**src/rtl/ham_deco.sv**
```systemverilog
// ham_deco: Hamming(12,8) SEC decoder for the RAM read path.
// Two-stage valid/ready pipeline with error flags and saturating error-event counters.
module ham_deco #(
    parameter int CNT_W = 16
) (
    input  logic             i_clk,
    input  logic             i_rst_n,
    input  logic [11:0]      i_code,
    input  logic             i_valid,
    output logic             o_ready,
    output logic [7:0]       o_data,
    output logic             o_valid,
    input  logic             i_ready,
    output logic             o_err_corr,
    output logic             o_err_uncorr,
    output logic [3:0]       o_syndrome,
    input  logic             i_cnt_clr,
    output logic [CNT_W-1:0] o_corr_cnt,
    output logic [CNT_W-1:0] o_uncorr_cnt
);
    logic        s1_valid;
    logic [11:0] s1_code;
    logic [3:0]  s1_syn;
    logic [3:0]  syn;
    logic [11:0] fixed;
    logic        adv1, adv2, s1_corr, s1_uncorr, out_hs;

    always_comb begin
        syn[0] = ^{i_code[0], i_code[2], i_code[4], i_code[6], i_code[8], i_code[10]};
        syn[1] = ^{i_code[1], i_code[2], i_code[5], i_code[6], i_code[9], i_code[10]};
        syn[2] = ^{i_code[3], i_code[4], i_code[5], i_code[6], i_code[11]};
        syn[3] = ^{i_code[7], i_code[8], i_code[9], i_code[10], i_code[11]};
    end

    assign adv2      = !o_valid || i_ready;
    assign adv1      = !s1_valid || adv2;
    assign o_ready   = adv1;
    assign out_hs    = o_valid && i_ready;
    assign s1_corr   = s1_syn != 4'd0 && s1_syn <= 4'd12;
    assign s1_uncorr = s1_syn >= 4'd13;
    // syndrome s names Hamming position s, which lives at codeword bit s-1
    assign fixed     = s1_corr ? s1_code ^ (12'd1 << (s1_syn - 4'd1)) : s1_code;

    always_ff @(posedge i_clk or negedge i_rst_n) begin
        if (!i_rst_n) begin
            s1_valid     <= 1'b0;
            s1_code      <= '0;
            s1_syn       <= '0;
            o_valid      <= 1'b0;
            o_data       <= '0;
            o_syndrome   <= '0;
            o_err_corr   <= 1'b0;
            o_err_uncorr <= 1'b0;
        end else begin
            if (adv1) begin
                s1_valid <= i_valid;
                if (i_valid) begin
                    s1_code <= i_code;
                    s1_syn  <= syn;
                end
            end
            if (adv2) begin
                o_valid <= s1_valid;
                if (s1_valid) begin
                    o_data       <= {fixed[11:8], fixed[6:4], fixed[2]};
                    o_syndrome   <= s1_syn;
                    o_err_corr   <= s1_corr;
                    o_err_uncorr <= s1_uncorr;
                end
            end
        end
    end

    always_ff @(posedge i_clk or negedge i_rst_n) begin
        if (!i_rst_n) begin
            o_corr_cnt   <= '0;
            o_uncorr_cnt <= '0;
        end else if (i_cnt_clr) begin
            o_corr_cnt   <= '0;
            o_uncorr_cnt <= '0;
        end else if (out_hs) begin
            if (o_err_corr && o_corr_cnt != '1)
                o_corr_cnt <= o_corr_cnt + CNT_W'(1);
            if (o_err_uncorr && o_uncorr_cnt != '1)
                o_uncorr_cnt <= o_uncorr_cnt + CNT_W'(1);
        end
    end
endmodule

```
**config.mk**
```make
export PLATFORM = sky130hd
export DESIGN_NAME = ham_deco
export DESIGN_NICKNAME = d
export VERILOG_FILES = /design/src/rtl/ham_deco.sv
export SDC_FILE = /design/constraint.sdc
export NUM_CORES = 1
export LEC_CHECK = 0
export ABC_AREA = 0
export CAP_MARGIN = 5
export CORE_MARGIN = 1.5
export CORE_UTILIZATION = 40
export DETAILED_ROUTE_END_ITERATION = 7
export PLACE_DENSITY = 0.65
export SKIP_CTS_REPAIR_TIMING = 1
export SLEW_MARGIN = 20
export SYNTH_ARGS = -nofsm -noshare
export SYNTH_HDL_FRONTEND = slang
export SYNTH_SLANG_ARGS = --single-unit
export TNS_END_PERCENT = 10
```
**constraint.sdc**
```tcl
create_clock -name i_clk -period 2.3 [get_ports i_clk]
set_input_delay 0.345 -clock i_clk [delete_from_list [all_inputs] [get_ports i_clk]]
set_output_delay 0.345 -clock i_clk [all_outputs]
set_load 0.01 [all_outputs]
```
==> Word-level counts from Yosys, hierarchy flattened <==
Index checks and enable logic that the tools add are counted.
{ "classes": {"add_sub_neg": 3, "magnitude_cmp": 2, "n_eq_ne": 2, "shifts": 1, "mux": 7, "bitwise_logic": 1, "reduce_logical": 20} }
{ "ops": {"columns": ["op", "count"], "rows": [
  ["16-bit 2-to-1 mux", 6],
  ["16-bit by 1-bit adder with 16-bit output (second input constant)", 2],
  ["16-bit != test (second input constant)", 2],
  ["12-bit 2-to-1 mux", 1],
  ["6-bit XOR reduction", 2],
  ["1-bit by 4-bit left shift with 12-bit output (first input constant)", 1],
  ["12-bit XOR", 1],
  ["5-bit XOR reduction", 2],
  ["2-bit AND reduction", 4],
  ["2-bit nonzero test", 3],
  ["4-bit greater-or-equal comparator (second input constant)", 1],
  ["4-bit <= comparator (second input constant)", 1],
  ["1-bit logical AND", 4],
  ["4-bit nonzero test", 1],
  ["4-bit by 1-bit subtractor with 4-bit output (second input constant)", 1],
  ["1-bit zero test", 2],
  ["1-bit logical OR", 2]
]} }
{ "totals": {"register_bits": 64, "output_inout_bits": 48} }

==> Longest topological paths before layout <==
Gate-level depths: netlist (run 1).
{ "logic_depth": {"depth_word": 5, "ltp_mapped": 7, "ltp_nobuf": 5} }

==> Worst setup path before layout (run 1) <==
Ideal clock, no wire load.
{ "synth_timing": {"kind": "reg2reg", "start": "reg o_uncorr_cnt[0]", "end": "reg o_uncorr_cnt[1]", "setup_ns": 0.132, "arrival_time_ns": 1.850, "required_time_ns": 2.168, "setup_slack_ns": 0.318, "stages_incl_launch_ff": 8, "period_less_slack_ns": 1.982, "path_cell_list": "dfrtp_1 ha_1 nand4_1 o41ai_1 buf_2 buf_2 mux2i_1 nor2_1"} }
{ "synth_between": {"elab_chain_len": 4, "elab_cells_between_ends": 8, "classes_between": "1 x add/sub; 1 x eq/ne; 3 x mux; 3 x reduce/logical"} }
{ "synth_rtl": {"columns": ["element", "line", "source"], "rows": [
  ["start: declaration", "19", "output logic [CNT_W-1:0] o_uncorr_cnt"],
  ["start signal: assignment", "85", "o_uncorr_cnt <= o_uncorr_cnt + CNT_W'(1);"],
  ["16-bit by 1-bit adder with 16-bit output or 16-bit != test (tied branches)", "85, 84", null],
  ["16-bit 2-to-1 mux or 1-bit logical AND (tied branches)", "84", "if (o_err_uncorr && o_uncorr_cnt != '1)"],
  ["16-bit 2-to-1 mux or 2-bit nonzero test (tied branches)", null, null],
  ["16-bit 2-to-1 mux or 2-bit AND reduction (tied branches)", null, null]
]} }
Parallel ways exist; a longest one is shown, timed or not. The select of a mux whose other input is x is not followed.
A chain may end at the register's enable or synchronous reset.

==> Final worst setup path (run 1) <==
{ "layout_timing": {"start": "in i_ready", "end": "out o_ready"} }
{ "layout_between": {"elab_chain_len": 2} }
{ "layout_rtl": {"columns": ["element", "line", "source"], "rows": [
  ["start: declaration", "13", "input logic i_ready,"],
  ["1-bit logical OR", "35", "assign adv2 = !o_valid || i_ready;"],
  ["1-bit logical OR", "36", "assign adv1 = !s1_valid || adv2;"],
  ["end: declaration", "10", "output logic o_ready,"]
]} }
No other way between the ends.

==> impl_metrics.py, run 1 <==
metrics = {
    "status": {
        "outcome": "complete, but fails checks",
        "violations": "negative hold slack",
    },
    "sta": {
        "timing.hold.ws_ns": -0.01514,
        "fin_crit_sh_pct": 88.19,
        "layout_min_cycle_time_ns": 2.028,
        "max_freq_mhz": 493.0,
        "finalClockSkew_ns": 0.004055,
        "fin_setup_tns_ns": 0,
        "finalMaxSlewViolations": 0,
        "hold_violations": 21,
        "setup_slack_ns": 0.2717,
        "worstMarginPinSlew_ns": 0.5371,
        "rsz0062_at_grt": "no",
        "setup_viol": 0,
        "relSlewSlack_pct": 64.08,
    },
    "global_route": {
        "grt_use_total_pct": 17.56,
        "antenna_found_initial": 0,
        "grt_pass1_vias": 2434,
        "grt_pass1_wl_um": 11820,
        "overflow": 0,
        "grt_start_max_net_pins": 24,
    },
    "yosys": {
        "netlist_instances": 306,
        "yosys-top-cells-area": "dfrtp_1, xnor2_1, mux2_2",
        "yosysTopAreaCell": "dfrtp_1",
        "syn_nets": 325,
        "synth_area_per_cell_um2": 10.08,
        "synth.yosys.warnings": 0,
        "ys.flop_type": "dfrtp_1",
        "ys_ff_latch": 60,
        "async_flop_share_pct": 100.0,
        "yosys.cell_types.count": 37,
        "ys_top_cells_by_count": "dfrtp_1, nand2_1, o21ai_0",
        "synth_edf_count": 0,
        "synth_top_area_share_pct": 48.70,
        "yosysSeqAreaShare_pct": 48.70,
        "synth.most_common_cell": "dfrtp_1",
        "synth_area_um2": 3083,
    },
    "floorplan": {
        "core-area_um2": 7370,
        "num_rows": 31,
        "fp.dieH_um": 90.79,
        "ioPinCount": 65,
        "die_x_um": 90.79,
        "dieArea_um2": 8243,
        "start_util_pct": 41.83,
    },
    "cells_and_area": {
        "filler_cell_count": 667,
        "fin_util_pct": 55.06,
        "diodes": 0,
        "final_layout_size_suffix_gt1_share_pct": 11.26,
        "fin_nets": 397,
        "area.growth.synth_to_final_pct": 31.62,
    },
    "power": {
        "power.leakage_nw": 1.581,
        "power.density_nw_per_um2": 665.6,
        "report.power.total_w": 0.002701,
        "ir_drop_mv": 0.4411,
    },
    "critical_path": {
        "path_class": "in -> out",
        "crit_end": "o_ready",
        "crit_path_max_fanout": 4,
        "reg2reg_setup_slack_ns": 0.29,
        "reg2reg_from": "o_uncorr_cnt[0]$_DFFE_PN0P_",
        "rr_worst_depth": 6,
        "reg2reg_to": "o_uncorr_cnt[1]$_DFFE_PN0P_",
        "critical_path.startpoint_type": "primary input",
        "cp.arrival_ns": 1.68,
        "worstSetupStartpoint": "i_ready",
        "required_ns": 1.96,
        "cp-end-kind": "output port",
    },
    "clocking": {
        "path_clk_slew_ns": 0.06,
        "cts_buffers": 9,
        "cts_max_path_buffers": 2,
        "htreeDepth": 3,
        "cts.sinks": 60,
        "cts-root-buf": "clkbuf_8",
        "cts_tree": "built",
        "clkLatencyLatePin_ns": 0.33,
    },
    "job": {
        "drv_cap": 0,
    },
    "detailed_routing": {
        "final_antenna_net_count": 0,
        "num_vias": 2626,
        "remaining_drc_errors": 0,
        "post_drt_wl_per_cell_um": 14.19,
        "drt-total-wl_um": 6824,
        "routed_via_density": 5.459,
        "dr.pass1.iters": 4,
        "drt_iter0_markers": 171,
    },
    "placed_design": {
        "hpwl_um": 4971,
        "gp_congestion": 0.7765,
        "io_buffers": 64,
        "post-place-ws_ns": 0.02144,
    },
    "hold_path": {
        "hold_path_class": "in -> async",
    },
}
cells in the final DEF, fill, tap and decap left out, drive strengths merged, types with 8 or more instances in the layout:
cell type	n
a21oi	24
buf	13
clkbuf	13
clkdlybuf4s50	63
dfrtp	60
mux2	15
nand2	30
nand3	10
nand4	12
nor2	8
o21ai	25
o31ai	12
or3	12
or4	13
xnor2	19
worst min path at each step:
stage / slack [ns] / end
floorplan: 0.05 / o_corr_cnt[0]$_DFFE_PN0P_
global placement: 0.36 / o_corr_cnt[9]$_DFFE_PN0P_
detailed placement: 0.36 / o_corr_cnt[11]$_DFFE_PN0P_
CTS: 0.002 / o_corr_cnt[11]$_DFFE_PN0P_
global route: 0.03 / o_corr_cnt[9]$_DFFE_PN0P_
finish: -0.02 / o_corr_cnt[11]$_DFFE_PN0P_
sequential cells by signal, indices dropped and copies added, names as in the netlist:
signal and count:
s1_syn 4, o_valid 1, o_err_uncorr 1, s1_code 8, o_err_corr 1, o_data 8
o_uncorr_cnt 16, s1_valid 1, o_syndrome 4, o_corr_cnt 16
logic make-up (layout without fill, tap and decap cells):
group,after synthesis,after routing,synth area share [%]
fa+ha+maj,2,2,0.8116
mux,16,16,5.804
buf+inv,18,94,2.394
xor+xnor,26,26,7.386
simple gates,115,115,21.83
compound gates,69,69,13.07
flops,60,60,48.70
final cells by class:
type / instances / area, um^2 / share of cell area (%)
Sequential cell: 60 / 1501 / 37.00
Inverter: 3 / 11.26 / 0.2775
Tap cell: 99 / 123.9 / 3.053
Clock inverter: 2 / 10.01 / 0.2467
Timing Repair Buffer: 76 / 725.7 / 17.88
Multi-Input combinational cell: 228 / 1526 / 37.62
Clock buffer: 13 / 158.9 / 3.916
worst max-delay path, cell delays in order:
cell and delay [ns]:
clkdlybuf4s50_1 0.48, buf_4 0.12, nand3b_1 0.16, clkdlybuf4s50_1 0.58
metal layers:
metal,wire [um],GRT usage [%],vias to the layer above
met5,0,0,-
met4,74,5.859,0
met3,306,3.367,9
met2,3229,28.63,70
met1,3213,23.35,1254
li1,-,-,1293
where the power goes:
group	internal [W]	switching [W]
sequential	0.00118	0.000133
combinational	0.000329	0.000239
clock	0.000441	0.000382
per-stage QoR:
step / area (um^2) / cells
after floorplan: 3083 / 306
after global placement: 3877 / 466
after detailed placement: 3877 / 466
after CTS: 4046 / 481
after global routing: 4058 / 481
final: 4058 / 481
No activity file was read; power rests on OpenSTA's default activity.
==> inputs of run 2 (changes only) <==
--- a/config.mk
+++ b/config.mk
@@ -8,9 +8,9 @@
 export ABC_AREA = 0
 export CAP_MARGIN = 5
 export CORE_MARGIN = 1.5
-export CORE_UTILIZATION = 40
+export CORE_UTILIZATION = 45
 export DETAILED_ROUTE_END_ITERATION = 7
-export PLACE_DENSITY = 0.65
+export PLACE_DENSITY = 0.72
 export SKIP_CTS_REPAIR_TIMING = 1
 export SLEW_MARGIN = 20
 export SYNTH_ARGS = -nofsm -noshare
==> impl_metrics.py, run 2 (synthesis results as in run 1) <==
metrics = {
    "global_route": {
        "grt_start_max_net_pins": 32,
        "grt_pass1_vias": 2506,
        "grt_use_total_pct": 19.78,
        "grt_pass1_wl_um": 11630,
        "overflow": 0,
        "antenna_found_initial": 0,
    },
    "critical_path": {
        "required_ns": 1.96,
        "critical_path.startpoint_type": "primary input",
        "cp-end-kind": "output port",
        "path_class": "in -> out",
        "crit_path_max_fanout": 4,
        "cp.arrival_ns": 1.68,
    },
    "sta": {
        "fin_crit_sh_pct": 87.99,
        "rsz0062_at_grt": "no",
        "hold_violations": 0,
        "fin_setup_tns_ns": 0,
        "max_freq_mhz": 494.1,
        "timing.hold.ws_ns": 0.05213,
        "finalMaxSlewViolations": 0,
        "setup_viol": 0,
        "setup_slack_ns": 0.2762,
        "worstMarginPinSlew_ns": 0.6842,
        "relSlewSlack_pct": 54.39,
        "finalClockSkew_ns": 0.005418,
        "layout_min_cycle_time_ns": 2.024,
    },
    "cells_and_area": {
        "diodes": 0,
        "top_regs": "o_corr_cnt (16), o_uncorr_cnt (16)",
        "fin_util_pct": 63.24,
        "mostFrequentLayoutCells": "clkdlybuf4s50_1, dfrtp_1, nand2_1, o21ai_0, a21oi_1",
        "fin_area_um2": 4108,
        "fin_nets": 399,
        "final_layout_size_suffix_gt1_share_pct": 11.95,
        "layout_commonest_cell": "clkdlybuf4s50_1",
        "area.growth.synth_to_final_pct": 33.24,
    },
    "job": {
        "drv_cap": 0,
    },
    "clocking": {
        "cts-root-buf": "clkbuf_8",
        "clkLatencyLatePin_ns": 0.33,
        "cts_buffers": 9,
        "path_clk_slew_ns": 0.07,
        "cts.sinks": 60,
        "cts_max_path_buffers": 2,
        "htreeDepth": 3,
        "cts_tree": "built",
    },
    "placed_design": {
        "gp_congestion": 0.7532,
        "hpwl_um": 4868,
        "placed_cell_area_um2": 3865,
        "io_buffers": 64,
        "post-place-ws_ns": 0.01797,
    },
    "floorplan": {
        "dieArea_um2": 7356,
        "num_rows": 29,
        "die_x_um": 85.77,
        "core-area_um2": 6495,
        "ioPinCount": 65,
        "fp.dieH_um": 85.77,
        "start_util_pct": 47.47,
    },
    "hold_path": {
        "hold_path_class": "in -> async",
    },
    "power": {
        "power.density_nw_per_um2": 730.3,
        "ir_drop_mv": 0.3978,
        "power.leakage_nw": 1.618,
    },
    "detailed_routing": {
        "num_vias": 2669,
        "post_drt_wl_per_cell_um": 14.65,
        "drt-total-wl_um": 6768,
        "dr.pass1.iters": 4,
        "drt_iter0_markers": 131,
        "remaining_drc_errors": 0,
        "final_antenna_net_count": 0,
        "routed_via_density": 5.777,
    },
    "status": {
        "outcome": "finished clean",
    },
}
==> run 2: cell count changes in the layout (fill, tap and decap cells not counted), sizes merged <==
cell | previous run | this run
buf | 13 | 15
bufinv | 0 | 3
clkbuf | 13 | 11
==> run 2: final cells by class <==
cell class / instances / area [um^2]
clock buffers: 11 / 131.4
clock inverters: 5 / 100.1
fillers: 545 / 2387
inverters: 3 / 11.26
multi-input cells: 228 / 1526
flip-flops and latches: 60 / 1501
well taps: 77 / 96.34
repair buffers: 78 / 740.7
==> run 2: through the flow <==
step	total power (W)	std cells
global route	0.003142	462
detailed placement	0.001903	446
CTS	0.003021	462
finish	0.003000	462
floorplan	0.001596	306
global placement	0.001889	446
==> run 2: path summary, 6_finish.rpt <==
kind / startpoint / to / slack, ns / cells past startpoint
min in group i_clk: s1_valid$_DFFE_PN0N_ / o_valid$_DFFE_PN0P_ / 0.48 / 1
max in group asynchronous: i_rst_n / o_uncorr_cnt[6]$_DFFE_PN0P_ / 1.57 / 2
setup / recovery: i_ready / o_ready / 0.28 / 4
hold reg to reg: s1_valid$_DFFE_PN0N_ / o_valid$_DFFE_PN0P_ / 0.48 / 1
setup reg to reg: o_uncorr_cnt[0]$_DFFE_PN0P_ / o_uncorr_cnt[1]$_DFFE_PN0P_ / 0.31 / 6
hold / removal: i_rst_n / o_corr_cnt[13]$_DFFE_PN0P_ / 0.05 / 1
==> run 2: worst max-delay path: stages <==
cell and delay [ns]:
clkdlybuf4s50_1 0.49, buf_4 0.12, nand3b_1 0.14, clkdlybuf4s50_1 0.57
==> run 2: routing by layer <==
layer / wire, um / share of wire (%) / global-route usage (%) / vias up
met3: 338 / 5.0 / 3.657 / 10
li1: - / - / - / 1293
met2: 3188 / 47 / 32.14 / 73
met5: 0 / 0 / 0 / -
met4: 86 / 1.3 / 7.918 / 0
met1: 3155 / 47 / 26.22 / 1293
==> run 2: where the power goes <==
part	internal [W]	switching, W
sequential	0.00118	0.000133
clock	0.000717	0.000407
combinational	0.000330	0.000236
total	0.00222	0.000776
